## src/rtl/div_unit_pkg.sv

```systemverilog
// Shared definitions for the iterative RV32M divider: op codes, FSM states, op decode helpers.
package div_unit_pkg;

  typedef enum logic [1:0] {
    DivOp_div  = 2'd0,
    DivOp_divu = 2'd1,
    DivOp_rem  = 2'd2,
    DivOp_remu = 2'd3
  } div_op_e;

  typedef enum logic [1:0] {
    S_IDLE,
    S_RUN,
    S_FIX,
    S_DONE
  } div_state_e;

  function automatic logic op_signed(input logic [1:0] op);
    return (op == DivOp_div) || (op == DivOp_rem);
  endfunction

  function automatic logic op_is_rem(input logic [1:0] op);
    return (op == DivOp_rem) || (op == DivOp_remu);
  endfunction

endpackage

```

## src/rtl/div_unit_step.sv

```systemverilog
// One combinational restoring-division step: shift {rem,quo} left, compare, conditional subtract.
module div_step #(
  parameter int unsigned WIDTH = 32
) (
  input  logic [WIDTH:0]   rem_in,
  input  logic [WIDTH-1:0] quo_in,
  input  logic [WIDTH-1:0] divisor,
  output logic [WIDTH:0]   rem_out,
  output logic [WIDTH-1:0] quo_out
);

  logic [WIDTH:0] shifted;
  logic [WIDTH:0] diff;

  always_comb begin
    shifted = (rem_in << 1) | {{WIDTH{1'b0}}, quo_in[WIDTH-1]};
    diff    = shifted - {1'b0, divisor};
    rem_out = shifted;
    quo_out = {quo_in[WIDTH-2:0], 1'b0};
    if (shifted >= {1'b0, divisor}) begin
      rem_out    = diff;
      quo_out[0] = 1'b1;
    end
  end

endmodule

```

## src/rtl/div_unit.sv

```systemverilog
// Multi-cycle restoring divider for DIV/DIVU/REM/REMU with start/done handshake and stall.
// Optional DIV_EARLY_OUT_EN: divide-by-zero and signed overflow complete in one cycle.
module div_unit
  import div_unit_pkg::*;
#(
  parameter int unsigned WIDTH = 32
) (
  input  logic             clk,
  input  logic             rst,
  input  logic             start,
  input  logic [1:0]       op,
  input  logic [WIDTH-1:0] a,
  input  logic [WIDTH-1:0] b,
  input  logic             flush,
  output logic             busy,
  output logic             done,
  output logic [WIDTH-1:0] result,
  output logic             stall
);

  localparam int unsigned CW = $clog2(WIDTH + 1);
  localparam logic [WIDTH-1:0] MIN_NEG = {1'b1, {(WIDTH-1){1'b0}}};

  div_state_e state, state_nx;

  logic [1:0]       op_q;
  logic             sign_q, sign_r, dz_q, ovf_q;
  logic [WIDTH-1:0] divisor, quo, step_quo;
  logic [WIDTH:0]   rem, step_rem;
  logic [CW-1:0]    count;

  logic             is_signed, start_zero, start_ovf, early_out;
  logic [WIDTH-1:0] a_abs, b_abs, q_fix, r_fix, fix_result;

  div_step #(.WIDTH(WIDTH)) u_step (
    .rem_in (rem),
    .quo_in (quo),
    .divisor(divisor),
    .rem_out(step_rem),
    .quo_out(step_quo)
  );

  always_comb begin
    is_signed  = op_signed(op);
    a_abs      = (is_signed && a[WIDTH-1]) ? -a : a;
    b_abs      = (is_signed && b[WIDTH-1]) ? -b : b;
    start_zero = (b == '0);
    start_ovf  = is_signed && (a == MIN_NEG) && (b == '1);
  end

`ifdef DIV_EARLY_OUT_EN
  logic [WIDTH-1:0] early_result;
  assign early_out = start_zero | start_ovf;
  always_comb begin
    if (start_zero) early_result = op_is_rem(op) ? a : '1;
    else            early_result = op_is_rem(op) ? '0 : MIN_NEG;
  end
`else
  assign early_out = 1'b0;
`endif

  // Corrected remainder of x/0 already equals the original dividend, so only quotients are forced.
  always_comb begin
    q_fix = (op_signed(op_q) && sign_q) ? -quo : quo;
    r_fix = (op_signed(op_q) && sign_r) ? -rem[WIDTH-1:0] : rem[WIDTH-1:0];
    if (dz_q) q_fix = '1;
    if (ovf_q) begin
      q_fix = MIN_NEG;
      r_fix = '0;
    end
    fix_result = op_is_rem(op_q) ? r_fix : q_fix;
  end

  always_comb begin
    state_nx = state;
    case (state)
      S_IDLE, S_DONE: begin
        if (start) state_nx = early_out ? S_DONE : S_RUN;
        else       state_nx = S_IDLE;
      end
      S_RUN:   if (count == CW'(1)) state_nx = S_FIX;
      S_FIX:   state_nx = S_DONE;
      default: state_nx = S_IDLE;
    endcase
    if (flush) state_nx = S_IDLE;
  end

  assign stall = busy | (start & ((state == S_IDLE) | (state == S_DONE)));

  always_ff @(posedge clk) begin
    if (rst) begin
      state   <= S_IDLE;
      busy    <= 1'b0;
      done    <= 1'b0;
      result  <= '0;
      count   <= '0;
      op_q    <= '0;
      sign_q  <= 1'b0;
      sign_r  <= 1'b0;
      dz_q    <= 1'b0;
      ovf_q   <= 1'b0;
      divisor <= '0;
      rem     <= '0;
      quo     <= '0;
    end else begin
      state <= state_nx;
      busy  <= (state_nx == S_RUN) || (state_nx == S_FIX);
      done  <= (state_nx == S_DONE);
      if (!flush) begin
        case (state)
          S_IDLE, S_DONE: begin
            if (start) begin
              op_q    <= op;
              sign_q  <= a[WIDTH-1] ^ b[WIDTH-1];
              sign_r  <= a[WIDTH-1];
              dz_q    <= start_zero;
              ovf_q   <= start_ovf;
              divisor <= b_abs;
              quo     <= a_abs;
              rem     <= '0;
              count   <= CW'(WIDTH);
`ifdef DIV_EARLY_OUT_EN
              if (early_out) result <= early_result;
`endif
            end
          end
          S_RUN: begin
            rem   <= step_rem;
            quo   <= step_quo;
            count <= count - 1'b1;
          end
          S_FIX:   result <= fix_result;
          default: ;
        endcase
      end
    end
  end

endmodule

```

## config.mk

```make
export PLATFORM = sky130hd
export DESIGN_NAME = div_unit
export DESIGN_NICKNAME = d
export VERILOG_FILES = /design/src/rtl/div_unit_pkg.sv /design/src/rtl/div_unit_step.sv /design/src/rtl/div_unit.sv
export SDC_FILE = /design/constraint.sdc
export NUM_CORES = 1
export LEC_CHECK = 0
export ABC_AREA = 1
export BUFFER_PORTS_ARGS = -buffer_cell sky130_fd_sc_hd__buf_2
export CORE_ASPECT_RATIO = 1.1
export CORE_UTILIZATION = 62
export CTS_CLUSTER_SIZE = 40
export DETAILED_ROUTE_END_ITERATION = 8
export GPL_TIMING_DRIVEN = 0
export MAX_ROUTING_LAYER = met4
export PLACE_DENSITY = 0.82
export SYNTH_ARGS = -nofsm -noshare
export SYNTH_HDL_FRONTEND = slang
export SYNTH_HIERARCHICAL = 1
export SYNTH_SLANG_ARGS = --single-unit
```

## constraint.sdc

```tcl
create_clock -name clk -period 2.7 [get_ports clk]
set_clock_uncertainty 0.15 [all_clocks]
set_input_delay 0.81 -clock clk [delete_from_list [all_inputs] [get_ports clk]]
set_output_delay 0.81 -clock clk [all_outputs]
set_load 0.02 [all_outputs]
```

## After elaboration in Yosys (flattened, before gate mapping)

Cells that the tools add are included.

| word-level totals | value |
|---|---|
| RAM bits | 0 |
| flip-flop bits (word level) | 144 |
| memory bits (read-only) | 0 |
| latch bits | 0 |
| memories | 0 |

| operators by class | value |
|---|---|
| multiplexer cells | 20 |
| reduce and logical (&&, ||, !) cells | 19 |
| bitwise operators | 6 |
| multiply operators | 0 |
| order comparisons | 1 |
| divide/modulo/power cells | 0 |
| equality and inequality tests | 13 |
| shifts and indexed selects | 0 |
| $add $sub $neg | 6 |

Operators with widths:

| cell | count |
|---|---|
| 32-bit 2-to-1 mux | 11 |
| 32-bit negator | 4 |
| 32-bit case mux with 2 select lines | 2 |
| 32-bit equality test (second input constant) | 2 |
| 33-bit by 32-bit greater-or-equal comparator with 1-bit output | 1 |
| 33-bit by 1-bit OR with 33-bit output | 1 |
| 32-bit logical NOT | 1 |
| 32-bit subtractor | 1 |
| 2-bit equality test (second input constant) | 7 |
| 6-bit case mux with 2 select lines | 1 |
| 6-bit by 1-bit equality test with 1-bit output (second input constant) | 1 |
| 1-bit logical AND | 6 |
| 2-bit logical NOT | 3 |
| 6-bit 2-to-1 mux | 1 |
| 2-bit case mux with 3 select lines | 1 |
| 3-bit AND reduction | 2 |
| 6-bit by 1-bit subtractor with 6-bit output (second input constant) | 1 |
| 2-bit by 1-bit equality test with 1-bit output (second input constant) | 2 |
| 1-bit logical OR | 4 |
| 2-bit 2-to-1 mux | 2 |
| 1-bit 2-to-1 mux | 2 |
| 2-bit != test (second input constant) | 1 |
| 1-bit OR | 2 |
| 2-bit AND reduction | 1 |
| other kinds (5) | 5 |

## Depth between registers and ports, before layout

Gate-level depths: netlist of the first run.

| depth | value |
|---|---|
| depth after elaboration | 7 |
| gate-level depth with buffers | 17 |
| gate-level depth less buffers | 17 |

## Modules after synthesis

The synthesis of the first run kept the hierarchy.

Modules (own cells, without submodules):

| module | area an instance (sq um) | times used | sequential area each (sq um) | cells each |
|---|---|---|---|---|
| div_unit | 9581.7 | 1 | 2902.8 | 1541 |
| div_step | 3480.8 | 1 | 0.0 | 727 |

## Least setup slack after synthesis of the first run

OpenSTA, ideal clock, no wires.

| timing path | value |
|---|---|
| path kind | input to register |
| start point | input port a[1] |
| end point | register quo[14] |
| library setup time | 70 ps |
| buffers on the path | 0 |
| stages on the path | 9 |
| slack | 492 ps |
| data arrival time | 1988 ps |
| path through | inv_1 > ha_1 > nand3_1 > nor2_2 > nand2_1 > o21ai_2 > xor2_1 > or2_2 > a21oi_1 |

| between the ends | value |
|---|---|
| cells in the longest elaborated chain, start to end | 4 |

RTL lines:

| what | RTL line | source |
|---|---|---|
| start: declaration | div_unit.sv:12 | `input logic [WIDTH-1:0] a,` |
| 32-bit negator | div_unit.sv:45 | `a_abs = (is_signed && a[WIDTH-1]) ? -a : a;` |
| 32-bit 2-to-1 mux | div_unit.sv:45 |  |
| 32-bit 2-to-1 mux | div_unit.sv:112 | `if (start) begin` |
| 32-bit case mux with 2 select lines | div_unit.sv:110 | `case (state)` |
| end signal: assignment | div_unit.sv:119 | `quo <= a_abs;` |
| end signal: assignment | div_unit.sv:129 | `quo <= step_quo;` |
| end: declaration | div_unit.sv:28 | `logic [WIDTH-1:0] divisor, quo, step_quo;` |

Every way passes these cells. The select of a mux whose other input is x is not followed.
A chain may end at the register's enable or synchronous reset.

## Worst setup path after layout of the first run

| timing path | value |
|---|---|
| start point | register divisor[24] |
| end point | register rem[3] |

| between the ends | value |
|---|---|
| cells in the longest elaborated chain, start to end | 3 |

RTL lines:

| what | RTL line | source |
|---|---|---|
| start: declaration | div_unit.sv:28 |  |
| start signal: assignment | div_unit.sv:118 | `divisor <= b_abs;` |
| 33-bit by 32-bit greater-or-equal comparator with 1-bit output | div_unit_step.sv:20 | `if (shifted >= {1'b0, divisor}) begin` |
| 32-bit 2-to-1 mux | div_unit_step.sv:20 |  |
| via step_rem[3] | div_unit.sv:29 | `logic [WIDTH:0] rem, step_rem;` |
| 32-bit case mux with 2 select lines | div_unit.sv:110 |  |
| end signal: assignment | div_unit.sv:128 | `rem <= step_rem;` |
| end: declaration | div_unit.sv:29 |  |

The timed path passes the listed nets, and every way through them passes these cells.

==> run summary, run 1 <==
Net switching is 40.9% of the power. The run finished, with violations left. Share of the clock period used by the worst path: 97.0%. The longest clock path from root to sink contains 2 buffers. In this run the tightest slew margin relative to its limit is 46.7%. The number of nets in the synthesized netlist is 2,363. 105 I/O pins were placed. The H-tree generated during clock tree synthesis spans 4 levels. The final standard cell area without fillers was 14,500 um2; the final global-route overflow total was 0. The number of DRC violations after detailed-routing iteration 0 is 1,779. The count of buffers inserted at the top-level ports works out to 103.

The synthesized netlist occupies a cell area of 13,000 um2. The logs give 0 for the number of diodes added for antenna fixing and 30.8% for the portion of total power attributed to sequential cells. After clock tree synthesis, the clock-pin slew on the worst setup and hold paths is 0.06 ns.

The max-slew violation total from the final report is 0. The number of max-cap violations was 0. In this run the worst path has a maximum fanout of 10. In this run the static leakage power is 7.38 nW.

The cell count after synthesis came out at 2,250. For the arrival time of the worst setup path, the log shows 2.76 ns. The floorplan step set the die width to 140 um. In this run the cell area measured after placement is 13,800 um2.

For this run, the detailed router's first-pass iteration total came to 9. Total power: 0.00783 W. On the critical path, the stage with the largest delay is an instance of ha_1.

The first global-routing pass estimated 69.6 mm of wire. The detailed router put a total of 18.3 mm of wire on met1. The final critical path time including I/O delays and setup was 2.62 ns; the final-stage net count was 2,485.

The run gives 15,283 as the via total after detailed routing. Leaving out fill and tap cells, the most frequent cell in the layout is nand2_1. The tools report the minimum setup slack after placement as -0.0555 ns. The highest metal layer used by the detailed router was met4.

Walking the worst path, the cells encountered are inv_1, ha_1, nand2_1, inv_2, nand2_1, nand2_1, clkinv_1, nand2_1, nand2_1, nand3_2, nor2_4, nand2_8, buf_8, nand2_1, nand2_1, a21oi_1, a211oi_2. For the worst-skew pair, the clock arrives at the later sink with an insertion delay of 0.44 ns. At the pin with the least slew margin, the transition time is 0.799 ns. The DRC violation count after routing was 1; the area overhead of the layout relative to synthesis was 12.0%. Setup violations remaining at the end of the flow were counted as 0. For this run, the number of Yosys warnings is 6. In the final layout, the share of cells above drive strength 1 is 13.5%.

The tree is rooted in a clkbuf_16. The initial antenna violation count was 0; the maximum number of pins on one net before global-route repair was 17. Along the worst hold path, the cell count comes to 2. The worst setup path is of the reg -> reg kind.

The tightest min-delay check is of the reg -> reg type. The total power density per cell area came out at 539 nW/um2. The synthesized area per cell came out at 5.76 um2. The final reports fail on DRC. Leaving out fill and tap cells, the most frequent cells in the layout are nand2_1, inv_1, nand3_1. The run gives 44.1 mm as the total wire length. STA classifies the critical path endpoint as a register. Setup slack on the critical path of the routed design comes to 0.0797 ns. The detail route stage leaves a number of antenna-violating nets equal to 0. The wire-length estimate of the detail-placed layout is 35.5 mm. The internal power of the cells was 0.00463 W.

The data required time at the worst endpoint is 2.84 ns, and the routed length on met3 is 4.50 mm. Across the VDD grid, the largest voltage drop is 490 uV. After floorplanning, the core was divided into 55 placement rows. TritonCTS built the clock tree. The net switching power came out at 0.00320 W. STA classifies the critical path startpoint as a register. The largest single stage delay on the critical path is 0.38 ns. The tools report the number of hold violations in the final report as 0.

The number of cells on the worst reg-to-reg path is 17. Initial standard-cell utilization of the core: 63.2%. The tools report the routed length on met2 as 19.7 mm. In this run, the combinational gates consume 37.8% of the power. Global routing consumed, over all layers together, 42.1% of the routing resources. Measured along the y axis, the die boundary spans 154 um. Static timing analysis puts the maximum clock frequency at 382 MHz.

In the routed layout, each cell is associated on average with a via count of 5.79. Dividing the detail-routed wire length by the instance count gives 16.7 um. The clock network accounts for 31.4% of the total power. The die covers 21,500 um2.

The core region is 20,500 um2. The logs give 1.04 for the weighted congestion reported at the end of routability-driven placement and 0 for the number of buffers added for setup after CTS. For this design, the sink count on the clock tree is 144. The most repeated library cell on the critical path was nand2_1. The number of clock buffers added by TritonCTS is 17. The via count of the first global-routing pass is 13,723.
==> final timing paths <==
| path | startpoint | endpoint | slack (ns) |
|---|---|---|---|
| min reg2reg | result[9]$_SDFFE_PP0P_ | result[9]$_SDFFE_PP0P_ | 0.31 |
| max | divisor[24]$_SDFFE_PP0P_ | rem[3]$_SDFFE_PP0P_ | 0.08 |
| min | result[9]$_SDFFE_PP0P_ | result[9]$_SDFFE_PP0P_ | 0.31 |
| max reg2reg | divisor[24]$_SDFFE_PP0P_ | rem[3]$_SDFFE_PP0P_ | 0.08 |
==> area by class of cell <==
type / count / area (um2)
flip-flops and latches: 144 / 2900
plain buffers: 115 / 653
well taps: 256 / 320
repair buffers: 103 / 515
clock inverters: 15 / 171
fillers: 1929 / 5980
inverters: 330 / 1240
multi-input cells: 1661 / 8300
clock buffers: 17 / 425
==> what timing repair did <==
action                     CTS  global route
resized for setup            0            39
hold buffers                 0             0
setup endpoints to repair    0            26
==> metal layers <==
metal  global-route usage (%)  vias up
met5                        -        -
met2                     66.9      823
met1                     54.5     6861
li1                         -     7467
met3                     5.57      132
met4                     15.6        0
==> flip-flops by register name (all words and copies together), names as in the netlist <==
signal   flops
divisor     32
quo         32
rem         32
result      32
count        6
op_q         2
state        2
busy         1
done         1
dz_q         1
ovf_q        1
sign_q       1
sign_r       1
==> critical path, delay by kind of cell (launching register included) <==
kind                     cells  cell delay [ns]
AO/OA/AOI/OAI                2             0.27
adder cells (fa/ha/maj)      1             0.38
buffers and inverters        4             0.36
flip-flops                   1             0.35
AND/OR/NAND/NOR             10             0.97
==> metrics by stage <==
stage               hold slack (ns)  util, %   TNS, ns  std cells
floorplan                     0.299        -         0       2250
global placement              0.300     67.3   -0.0223       2609
detailed placement            0.303     67.3   -0.0555       2609
CTS                           0.312     70.2         0       2641
global route                  0.326     70.8  -0.00352       2641
finish                        0.310     70.8         0       2641
==> power by group through the flow <==
stage | Clock, W | Sequential (W) | Combinational, W
5_1_grt | 0.00254 | 0.00242 | 0.00330
6_report | 0.00246 | 0.00241 | 0.00296
4_1_cts | 0.00244 | 0.00239 | 0.00284
3_3_place_gp | 0 | 0.00243 | 0.00275
2_1_floorplan | 0 | 0.00237 | 0.00211
3_5_place_dp | 0 | 0.00244 | 0.00281
Note: power is estimated with default switching activity, not from simulation.
==> run 2, diff against run 1 <==
Settings changed: CORE_ASPECT_RATIO 1.1 to default, SETUP_SLACK_MARGIN from default to 0.2.
==> run summary, run 2 (same netlist as run 1, synthesis figures left out) <==
Across every metal layer, demand over resource in global routing totals 42.5%. Via count of the first global-routing pass: 13,893. Clock-pin slew was measured on the worst setup and hold paths at 0.06 ns. 105 I/O pins were placed. The fraction of layout cells with a size suffix above 1 is 17.3%. Detailed routing inserted a total of 15,800 vias. Hold timing on the final database bottoms out at a slack of 0.309 ns. For the finished layout, the period the worst path requires is 2.63 ns. The run gives 0 as the number of max-cap violations.

The top cell family by delay on the critical path was simple AND/OR/NAND/NOR gates. Upper clock frequency limit: 380 MHz. TritonCTS built the clock tree.

Of all nets on the critical path, the largest fanout is 10. The detailed router finished its first iteration with 1,925 violations. Overall die area: 21,500 um2.

The logs give 17 for the clock buffer count from CTS and 4 for the total number of H-tree levels. Routability-driven placement finished with a final weighted congestion of 1.01. The wire length of the first global-routing pass is 70.1 mm. The delay of the slowest critical-path stage works out to 0.36 ns. The tools report the total wire length as 46.1 mm. The detail route stage leaves a number of antenna-violating nets equal to 0.

The max-slew violation total from the final report is 0, and the initial antenna violation count is 0. After detailed routing, the number of remaining DRC violations is 0. The run gives 74.1% as the fraction of the core area covered by cells at the end of the flow. Dividing total power by cell area gives a power density of 534 nW/um2.

For this design, the slowest cell found on the critical path is a211oi_1. Dividing the final minimum period by the clock period gives 97.6%. At the pin with the least slew margin, the transition time is 0.891 ns. The data required time at the worst endpoint is 2.84 ns. The buffer cell driving the clock tree root was clkbuf_16.

The die is 147 um tall. The worst setup path is launched from a register. After global routing the overflow that remains totals 0. The top cell types in the final layout, fill and taps aside, are nand2_1, inv_1, nand3_1.

Entering global routing, the biggest net connects 17 pins. Timing analysis after detailed placement gives a worst setup slack of -0.00344 ns. For this design the static power due to leakage is 7.46 nW. The run gives 40.2% as the worst max-slew margin expressed relative to the limit.

The initial utilization of the core area, before any placement, comes to 63.7%. The run finished with clean final reports. The final routed wire length divided by cell count is 17.3 um, and the maximum vdd drop is 559 uV. The number of filler cells placed in the layout was 1,713; the horizontal die dimension was 147 um.

The detailed-router iteration count before antenna repair was 6. Leaving out fill and tap cells, the most frequent cell in the layout is nand2_1. Once routing completed, OpenROAD measured the worst setup slack at 0.0656 ns. The initialized floorplan defines 52 standard-cell rows.

Counting every sink on the clock net gives 144. Setup violations remaining at the end of the flow were counted as 0. The number of vias per cell is 5.94. By startpoint and endpoint, the worst setup path is classified as reg -> reg.

In this run the worst hold path is classified as reg -> reg. 0 antenna diodes ended up in the layout. In this design, the critical path's most frequently occurring cell is nand2_1. Setup repair after global routing could not meet its margin everywhere. The completed layout was analyzed and its total power is 0.00805 W.

Traced cell by cell, the critical path runs through inv_1, ha_4, nand2_1, nor2_4, nand2_2, nor2_2, nand2_1, nand3_2, nor2_4, buf_4, nand3_1, nand2_1, a21oi_1, a211oi_1. The area overhead of the layout relative to synthesis was 16.3%. The category of the worst setup path capture point was a register. In the final design database the tool counted 2,493 nets. The run gives 0.43 ns as the insertion delay to the later sink of the worst-skew pair. The area of the core is 20,400 um2. Input and output buffers added on the ports amount to 103.

Data arrives at the worst endpoint at 2.77 ns. The number of buffers and inverters on the critical path is 2, and the half-perimeter wire length of the detailed placement result is 35.6 mm. For the number of hold violations in the final report, the log shows 0.

The maximum number of buffers from clock root to sink is 2.
[run 2: worst paths after layout]
path | start | to | slack [ns] | depth (start not counted)
hold reg to reg | result[10]$_SDFFE_PP0P_ | result[10]$_SDFFE_PP0P_ | 0.31 | 2
setup / recovery | divisor[16]$_SDFFE_PP0P_ | rem[6]$_SDFFE_PP0P_ | 0.07 | 14
setup reg to reg | divisor[16]$_SDFFE_PP0P_ | rem[6]$_SDFFE_PP0P_ | 0.07 | 14
hold / removal | result[10]$_SDFFE_PP0P_ | result[10]$_SDFFE_PP0P_ | 0.31 | 2
[run 2: worst register-to-register path, cell delays in order (launching register included)]
cell and delay, ns:
dfxtp_1 0.35, inv_1 0.11, ha_4 0.28, nand2_1 0.15
nor2_4 0.06, nand2_2 0.07, nor2_2 0.05, nand2_1 0.11
nand3_2 0.10, nor2_4 0.25, buf_4 0.22, nand3_1 0.09
nand2_1 0.09, a21oi_1 0.06, a211oi_1 0.36
[run 2: metal layers]
metal	share of wire [%]	track usage, %	vias up
li1	-	-	7487
met1	40	55.6	7117
met2	44	65.5	1011
met3	11	6.56	185
met4	4.3	16.1	0
met5	0	-	-
[run 2: repair_timing]
item                       in CTS  in global routing
gates cloned                    0                  0
gates resized for setup        13                135
pin swaps                       0                 12
setup endpoints to repair      17                 34
hold buffers                    0                  0
buffers inserted                0                  8
[run 2: final cells by class]
cell class,instances,area [um2],area share [%]
plain buffers,115,671,4.44
clock buffers,19,453,3.00
clock inverters,12,134,0.887
inverters,330,1240,8.21
multi-input cells,1661,8750,58.0
flip-flops and latches,144,2930,19.4
well taps,270,338,2.24
repair buffers,111,576,3.81
[run 2: through the flow]
stage / std cells / area, um2 / setup TNS [ns]
after CTS: 2654 / 14400 / 0
after global routing: 2662 / 15100 / -0.0718
after floorplan: 2250 / 13000 / 0
after detailed placement: 2623 / 13800 / -0.00344
final: 2662 / 15100 / 0
after global placement: 2623 / 13800 / 0
[run 2: where the power goes]
part           internal (W)  switching, W
Clock               0.00141      0.000986
Combinational       0.00114       0.00209
Sequential          0.00225      0.000178
Total               0.00480       0.00326
